File: src/rtl/dtmr_sched_pkg.sv
// Purpose: shared definitions for the dynamic-TMR scheduler and its voter (FSM encodings, replica bit indices).
// Latency: n/a (types, constants and pure functions only).
// Backpressure: n/a.
package dtmr_sched_pkg;

    // Scheduler FSM encodings; the voter decodes the same values.
    typedef enum logic [2:0] {
        ST_SIMPLEX  = 3'd0,
        ST_WARMUP   = 3'd1,
        ST_TMR      = 3'd2,
        ST_RECOVER  = 3'd3,
        ST_RESYNC   = 3'd4,
        ST_FAILSAFE = 3'd5
    } state_t;

    // Bit positions of each replica inside fault / mod_en / mod_rst / mod_fail.
    localparam int REP1 = 2;
    localparam int REP2 = 1;
    localparam int REP3 = 0;

    // Replica enable and reset patterns.
    localparam logic [2:0] EN_SIMPLEX = 3'b100;  // replica1 only
    localparam logic [2:0] EN_ALL     = 3'b111;
    localparam logic [2:0] RST_WARMUP = 3'b011;  // replicas 2 and 3 restart from a clean state

    function automatic logic [1:0] popcnt3(input logic [2:0] v);
        return {1'b0, v[2]} + {1'b0, v[1]} + {1'b0, v[0]};
    endfunction

    function automatic logic [2:0] rep_bit(input logic [1:0] idx);
        return 3'b001 << idx;
    endfunction

endpackage

File: src/rtl/dtmr_sched_persist_cnt.sv
// Purpose: saturating persistence counter; counts consecutive cycles of a condition, flags when MAX is reached.
// Latency: hit is combinational from inc/clr and reflects the count including the current cycle.
// Backpressure: none; a low inc clears the count, clr forces and holds it at zero.
//
// Ports:
//   clk, rst  clock, synchronous active-high reset
//   clr       hold the counter at zero (overrides inc)
//   inc       condition present this cycle
//   hit       count including this cycle has reached MAX
module persist_cnt #(
    parameter int WIDTH = 3,
    parameter int MAX   = 4
) (
    input  logic clk,
    input  logic rst,
    input  logic clr,
    input  logic inc,
    output logic hit
);

    localparam logic [WIDTH-1:0] MAX_VAL = WIDTH'(MAX);

    logic [WIDTH-1:0] cnt;
    logic [WIDTH-1:0] cnt_nxt;

    always_comb begin
        cnt_nxt = '0;
        if (!clr && inc) begin
            cnt_nxt = (cnt == MAX_VAL) ? cnt : cnt + WIDTH'(1);
        end
    end

    // Looking at the next value lets the scheduler act on the MAX-th flagged
    // cycle itself rather than one cycle later.
    assign hit = (cnt_nxt == MAX_VAL);

    always_ff @(posedge clk) begin
        if (rst) begin
            cnt <= '0;
        end else begin
            cnt <= cnt_nxt;
        end
    end

endmodule

File: src/rtl/dtmr_sched.sv
// Purpose: dynamic-TMR mode scheduler; powers replicas, filters voter faults, recovers/retires replicas, raises alarm.
// Latency: every output is registered; a decision on cycle n inputs is visible on cycle n+1.
// Backpressure: none; tmr_req is a level request and fault is sampled every cycle.
//
// Ports:
//   clk, rst    clock, synchronous active-high reset
//   tmr_req     level request for protected (voting) operation
//   fault[2:0]  voter fault flags, [2]=replica1 [1]=replica2 [0]=replica3
//   dtmr_state  voter mode: 1 = voting, 0 = pass replica1
//   mod_en      replica enables (same bit order as fault)
//   mod_rst     replica resets (same bit order as fault)
//   mod_fail    sticky per-replica "out of retries"
//   alarm       sticky, set on entering FAILSAFE
//   rec_total   recoveries performed, saturating at 255
module dtmr_sched
    import dtmr_sched_pkg::*;
#(
    parameter int WARMUP_CYC    = 8,
    parameter int FAULT_PERSIST = 4,
    parameter int RECOVER_CYC   = 16,
    parameter int HOLD_CYC      = 64,
    parameter int MAX_RETRY     = 2
) (
    input  logic       clk,
    input  logic       rst,
    input  logic       tmr_req,
    input  logic [2:0] fault,
    output logic       dtmr_state,
    output logic [2:0] mod_en,
    output logic [2:0] mod_rst,
    output logic [2:0] mod_fail,
    output logic       alarm,
    output logic [7:0] rec_total
);

    localparam int PH_MAX = (WARMUP_CYC > RECOVER_CYC) ? WARMUP_CYC : RECOVER_CYC;
    localparam int PH_W   = $clog2(PH_MAX + 1);
    localparam int IDLE_W = $clog2(HOLD_CYC + 1);
    localparam int PC_W   = $clog2(FAULT_PERSIST + 1);

    localparam logic [PH_W-1:0]   WARMUP_LAST  = PH_W'(WARMUP_CYC - 1);
    localparam logic [PH_W-1:0]   RECOVER_LAST = PH_W'(RECOVER_CYC - 1);
    localparam logic [IDLE_W-1:0] HOLD_VAL     = IDLE_W'(HOLD_CYC);
    localparam logic [1:0]        RETRY_MAX    = 2'(MAX_RETRY);

    state_t            state;
    logic [PH_W-1:0]   phase;        // cycles spent in WARMUP / RECOVER / RESYNC
    logic [IDLE_W-1:0] idle;
    logic [IDLE_W-1:0] idle_nxt;
    logic [1:0]        tgt;          // replica under recovery
    logic [1:0]        retry [0:2];  // recoveries granted per replica, indexed by fault bit

    logic       in_rec;
    logic [2:0] fault_m;
    logic       cnt_clr;
    logic [2:0] sc_inc;
    logic [2:0] sc_hit;
    logic       mc_inc;
    logic       mc_hit;
    logic       any_hit;
    logic       idle_hit;
    logic [1:0] hit_idx;

    assign in_rec = (state == ST_RECOVER) || (state == ST_RESYNC);

    // The replica being recovered is held in reset and then resynchronising,
    // so its own flag says nothing about the health of the other two.
    assign fault_m = in_rec ? (fault & ~rep_bit(tgt)) : fault;

    // Counters only mean something while voting; they also restart from zero
    // when a resync completes so stale history cannot trigger a second action.
    assign cnt_clr = (state == ST_SIMPLEX) || (state == ST_WARMUP) || (state == ST_FAILSAFE) ||
                     ((state == ST_RESYNC) && (phase == WARMUP_LAST));

    for (genvar i = 0; i < 3; i++) begin : g_sc
        assign sc_inc[i] = (fault_m == rep_bit(2'(i)));

        persist_cnt #(
            .WIDTH (PC_W),
            .MAX   (FAULT_PERSIST)
        ) u_sc (
            .clk (clk),
            .rst (rst),
            .clr (cnt_clr),
            .inc (sc_inc[i]),
            .hit (sc_hit[i])
        );
    end

    assign mc_inc = (popcnt3(fault_m) >= 2'd2);

    persist_cnt #(
        .WIDTH (PC_W),
        .MAX   (FAULT_PERSIST)
    ) u_mc (
        .clk (clk),
        .rst (rst),
        .clr (cnt_clr),
        .inc (mc_inc),
        .hit (mc_hit)
    );

    assign any_hit = |sc_hit;

    // Single-fault hits are one-hot by construction; the priority only fixes
    // a deterministic encoding.
    always_comb begin
        hit_idx = 2'(REP3);
        if (sc_hit[REP1]) begin
            hit_idx = 2'(REP1);
        end else if (sc_hit[REP2]) begin
            hit_idx = 2'(REP2);
        end
    end

    // Quiet time in TMR: no request and no flag at all.
    always_comb begin
        idle_nxt = '0;
        if ((state == ST_TMR) && !tmr_req && (fault == 3'b000)) begin
            idle_nxt = (idle == HOLD_VAL) ? idle : idle + IDLE_W'(1);
        end
    end

    assign idle_hit = (state == ST_TMR) && (idle_nxt == HOLD_VAL);

    always_ff @(posedge clk) begin
        if (rst) begin
            state      <= ST_SIMPLEX;
            phase      <= '0;
            idle       <= '0;
            tgt        <= '0;
            for (int i = 0; i < 3; i++) begin
                retry[i] <= '0;
            end
            dtmr_state <= 1'b0;
            mod_en     <= EN_SIMPLEX;
            mod_rst    <= 3'b000;
            mod_fail   <= 3'b000;
            alarm      <= 1'b0;
            rec_total  <= 8'd0;
        end else begin
            idle <= idle_nxt;

            case (state)
                ST_SIMPLEX: begin
                    if (tmr_req) begin
                        state   <= ST_WARMUP;
                        phase   <= '0;
                        mod_en  <= EN_ALL;
                        mod_rst <= RST_WARMUP;
                    end
                end

                ST_WARMUP: begin
                    // Reset pulse on the freshly powered replicas lasts one cycle.
                    mod_rst <= 3'b000;
                    if (phase == WARMUP_LAST) begin
                        state      <= ST_TMR;
                        phase      <= '0;
                        dtmr_state <= 1'b1;
                    end else begin
                        phase <= phase + PH_W'(1);
                    end
                end

                ST_TMR: begin
                    if (mc_hit) begin
                        state      <= ST_FAILSAFE;
                        dtmr_state <= 1'b1;
                        mod_en     <= EN_ALL;
                        mod_rst    <= 3'b000;
                        alarm      <= 1'b1;
                    end else if (any_hit) begin
                        if (retry[hit_idx] == RETRY_MAX) begin
                            // Replica keeps failing after its allowed recoveries:
                            // retire it and stop trusting the vote.
                            mod_fail[hit_idx] <= 1'b1;
                            state             <= ST_FAILSAFE;
                            dtmr_state        <= 1'b1;
                            mod_en            <= EN_ALL;
                            mod_rst           <= 3'b000;
                            alarm             <= 1'b1;
                        end else begin
                            state          <= ST_RECOVER;
                            phase          <= '0;
                            tgt            <= hit_idx;
                            mod_rst        <= rep_bit(hit_idx);
                            retry[hit_idx] <= retry[hit_idx] + 2'd1;
                            if (rec_total != 8'hFF) begin
                                rec_total <= rec_total + 8'd1;
                            end
                        end
                    end else if (idle_hit) begin
                        state      <= ST_SIMPLEX;
                        dtmr_state <= 1'b0;
                        mod_en     <= EN_SIMPLEX;
                    end
                end

                ST_RECOVER, ST_RESYNC: begin
                    // Voting continues on the two healthy replicas; if one of
                    // them also goes bad there is no majority left.
                    if (mc_hit || any_hit) begin
                        state      <= ST_FAILSAFE;
                        dtmr_state <= 1'b1;
                        mod_en     <= EN_ALL;
                        mod_rst    <= 3'b000;
                        alarm      <= 1'b1;
                    end else if ((state == ST_RECOVER) && (phase == RECOVER_LAST)) begin
                        state   <= ST_RESYNC;
                        phase   <= '0;
                        mod_rst <= 3'b000;
                    end else if ((state == ST_RESYNC) && (phase == WARMUP_LAST)) begin
                        state <= ST_TMR;
                        phase <= '0;
                    end else begin
                        phase <= phase + PH_W'(1);
                    end
                end

                ST_FAILSAFE: begin
                    dtmr_state <= 1'b1;
                    mod_en     <= EN_ALL;
                    mod_rst    <= 3'b000;
                    alarm      <= 1'b1;
                end

                default: begin
                    // Unused encodings fall into the safe state.
                    state      <= ST_FAILSAFE;
                    dtmr_state <= 1'b1;
                    mod_en     <= EN_ALL;
                    mod_rst    <= 3'b000;
                    alarm      <= 1'b1;
                end
            endcase
        end
    end

endmodule

File: config.mk
export PLATFORM = sky130hd
export DESIGN_NAME = dtmr_sched
export DESIGN_NICKNAME = d
export VERILOG_FILES = /design/src/rtl/dtmr_sched_pkg.sv /design/src/rtl/dtmr_sched_persist_cnt.sv /design/src/rtl/dtmr_sched.sv
export SDC_FILE = /design/constraint.sdc
export NUM_CORES = 1
export LEC_CHECK = 0
export BUFFER_PORTS_ARGS = -buffer_cell sky130_fd_sc_hd__buf_2
export CAP_MARGIN = 0
export CORE_MARGIN = 3
export CORE_UTILIZATION = 43
export DETAILED_ROUTE_END_ITERATION = 8
export HOLD_SLACK_MARGIN = 0.06
export SYNTH_ARGS = -nofsm -noshare
export SYNTH_HDL_FRONTEND = slang
export SYNTH_SLANG_ARGS = --single-unit
File: constraint.sdc
create_clock -name clk -period 4.3 [get_ports clk]
set_clock_uncertainty 0.05 [all_clocks]
set_input_delay 0.86 -clock clk [delete_from_list [all_inputs] [get_ports clk]]
set_output_delay 0.86 -clock clk [all_outputs]
set_load 0.05 [all_outputs]
==> reports/metrics.yaml <==
run_status:
  status: "completed"
hold_path:
  hold_class: "flop to flop"
  hold_path.startpoint: "dtmr_state$_SDFFE_PP0P_"
  hold-path-cell-count: 1
  holdPathEnd: "dtmr_state$_SDFFE_PP0P_"
timing:
  drv_slew: 0
  slew-limit-headroom: 0.572
  fmax_mhz: 260
  hold_viol: 0
  tightestPinTransition_ns: 0.641
  hold_slack_ns: 0.423
  rsz0062_at_grt: "no"
  period_needed_ns: 3.84
  setup_tns_ns: 0
  fin_crit_sh: 0.893
  setup_violations: 0
critical_path:
  critical_path.slowest_cell: "a2111oi_2"
  max_stage_delay_ns: 0.69
  path_cells: "nor3b_4 > a21oi_2 > a2111oi_2 > nand2_1 > o22ai_1 > nor2_1 > ha_1 > nor2_1 > o21ai_1 > buf_4 > or3_1 > nand2_1"
  critPathLaunchType: "flop"
  r2r-start: "state[2]$_SDFFE_PP0P_"
  critical_path.endpoint_type: "flop"
  reg2reg_to: "retry[1][1]$_SDFFCE_PN0P_"
  crit_arrival_ns: 3.81
  critPathKind: "flop to flop"
  cp.required_ns: 4.27
  r2r_slack_ns: 0.46
  reg2regPathDepth: 12
  cp_max_fo: 14
pwr:
  p_sw_frac: 0.378
  power.internal_mw: 0.877
  p_comb_frac: 0.355
  seqPwrFrac: 0.411
  netSwitchingPower_mw: 0.533
  clockPowerShare: 0.235
  leakagePower_nw: 1.26
  power_density_mw_per_mm2: 412
  max-vdd-ir-drop_uv: 240
yosys:
  syn_avg_cell_area_um2: 8.18
  syn_nets: 398
  yosysWarnings: 0
  yosysUniqueCellTypes: 66
  ys_seq_elements: 52
  netlist_instances: 378
  synth-edff-count: 6
  synth_ff_type: "dfxtp_1"
  ys_seq_area_frac: 0.356
  synth-async-reset-ratio: 0
  syn_area_mm2: 0.00309
route:
  dr.pass1.iters: 4
  post_drt_wl_per_cell_um: 13.4
  vias: 2761
  drc: 0
  wl_mm: 6.69
  vias_per_cell: 5.53
  drtIter0Drc: 117
  detail-route-antenna-nets: 0
floorplan:
  num_rows: 30
  fp.dieW_um: 90.8
  dieHeight_um: 90.8
  ioPinCount: 25
  die_area_mm2: 0.00825
  design.core.area_mm2: 0.00687
  start_util: 0.450
placement:
  place_congestion: 0.797
  numPortBuffers: 23
  dpl.hpwl_mm: 5.10
clock_tree:
  clkLatencyLatePin_ns: 0.31
  clock-sinks: 52
  cts_tree: "done"
  cts_hold_buf: 0
  post-cts-setup-buffers: 0
  cts_resized: 0
  cts-root-buf: "clkbuf_8"
  cts_buffers: 5
  htreeDepth: 2
  clock_path_buffers: 2
  path_clk_slew_ns: 0.09
cells_and_area:
  final_cell_mix: "62 x nor2_1, 46 x dfxtp_1, 36 x nand2_1"
  layout-drive-gt1-share: 0.136
  syn_to_final_growth_pct: 10.5
  final_common_cell: "nor2_1"
  fin_util: 0.497
  diodes: 0
  nNetsFinal: 422
  fillCellCount: 658
global_route:
  grt_pass1_vias: 2667
  grt_max_degree: 30
  grtUsageTotal: 0.169
  grt_pass1_wl_mm: 11.8
  antenna_found_initial: 0
  grt-ovfl-total: 0
flow_run:
  max_cap_viol_count: 0
registers in the layout (all words and copies together), names as in the netlist:
| name | flops |
|---|---|
| state | 3 |
| mod_fail | 3 |
| alarm | 1 |
| g_sc.u_sc.cnt | 9 |
| mod_rst | 3 |
| u_mc.cnt | 3 |
| tgt | 2 |
| retry | 6 |
| phase | 5 |
| dtmr_state | 1 |
| idle | 7 |
| mod_en | 1 |
| rec_total | 8 |
area by class of cell:
cell class              count  area (um^2)  area share
flip-flops and latches     52         1100       0.322
repair buffers             29          160      0.0469
clock inverters             2         35.0      0.0103
well taps                  96          120      0.0352
multi-input cells         293         1850       0.541
inverters                  21         78.8      0.0231
clock buffers               6         72.6      0.0212
stage by stage:
step	worst slack, ns	instances	power, mW	area, um^2
after global placement	0.408	491	1.09	3310
after floorplan	0.635	378	0.993	3090
after CTS	0.494	499	1.42	3420
final	0.460	499	1.41	3420
after detailed placement	0.314	491	1.08	3310
after global routing	0.169	499	1.49	3420
worst max path at each step:
| stage | start | endpoint | slack, ns | depth (start not counted) |
|---|---|---|---|---|
| 2_1_floorplan | g_sc[2].u_sc.cnt[0]$_SDFF_PP0_ | retry[1][0]$_SDFFCE_PN0P_ | 0.63 | 14 |
| 3_3_place_gp | fault[2] | retry[1][0]$_SDFFCE_PN0P_ | 0.41 | 14 |
| 3_5_place_dp | fault[2] | retry[1][0]$_SDFFCE_PN0P_ | 0.31 | 14 |
| 4_1_cts | state[1]$_SDFFE_PP0P_ | retry[1][1]$_SDFFCE_PN0P_ | 0.49 | 13 |
| 5_1_grt | state[1]$_SDFFE_PP0P_ | retry[1][0]$_SDFFCE_PN0P_ | 0.17 | 13 |
| 6_report | state[2]$_SDFFE_PP0P_ | retry[1][1]$_SDFFCE_PN0P_ | 0.46 | 12 |
power groups by stage:
| stage | Clock (mW) | Combinational [mW] | Sequential (mW) |
|---|---|---|---|
| after floorplan | 0 | 0.375 | 0.618 |
| after global placement | 0 | 0.496 | 0.589 |
| after detailed placement | 0 | 0.495 | 0.589 |
| after CTS | 0.343 | 0.497 | 0.577 |
| after global routing | 0.361 | 0.548 | 0.586 |
| final | 0.331 | 0.500 | 0.579 |
layer usage:
layer,track usage,vias to the layer above,part of all wire
li1,-,1402,-
met1,0.223,1287,0.49
met2,0.287,68,0.46
met3,0.0258,4,0.043
met4,0.0440,0,0.0082
met5,0,-,0
synth_stat cells (all sizes together), types with 2 or more instances:
library cell	count	area share
mux2	2	0.0073
a41oi	4	0.011
dfxtp	46	0.30
ha	14	0.057
nand3	11	0.018
xor2	2	0.0057
xnor2	13	0.037
nand3b	8	0.019
and2	2	0.0040
edfxtp	6	0.058
o22ai	5	0.010
or3	4	0.0081
nand2	36	0.044
o21ai	15	0.024
a21oi	27	0.046
a31o	2	0.0057
nor3	8	0.013
and3	4	0.0081
a21o	2	0.0049
inv	20	0.024
a2111oi	3	0.013
clkbuf	6	0.0073
or3b	2	0.0065
nand4	8	0.016
or2	3	0.0061
a211oi	2	0.0065
mux2i	4	0.013
nor3b	5	0.016
a31oi	2	0.0040
a211o	2	0.0057
buf	6	0.013
a22oi	2	0.0093
nor2b	5	0.010
nand2b	4	0.0081
nor2	62	0.075
nor4	5	0.010
nor4b	2	0.0057
o211ai	3	0.0073
nand4bb	2	0.0073
o21a	2	0.0049
worst max-delay path, delay by kind of cell (launching register included):
kind | cells | cell delay, ns
compound gates | 4 | 1.13
fa+ha+maj | 1 | 0.29
buf+inv | 1 | 0.19
flops | 1 | 0.58
simple gates | 6 | 1.32
kinds of logic after synthesis:
logic type / after synthesis / share of synthesized area
DFF: 52 / 0.356
muxes: 6 / 0.0202
AOI/OAI and AO/OA: 85 / 0.199
other: 1 / 0.00121
xor gates and xnor gates: 15 / 0.0425
adders and majority gates: 14 / 0.0566
and+or+nand+nor: 172 / 0.278
buffers and inverters: 33 / 0.0461
(Power assumes the default switching activity.)
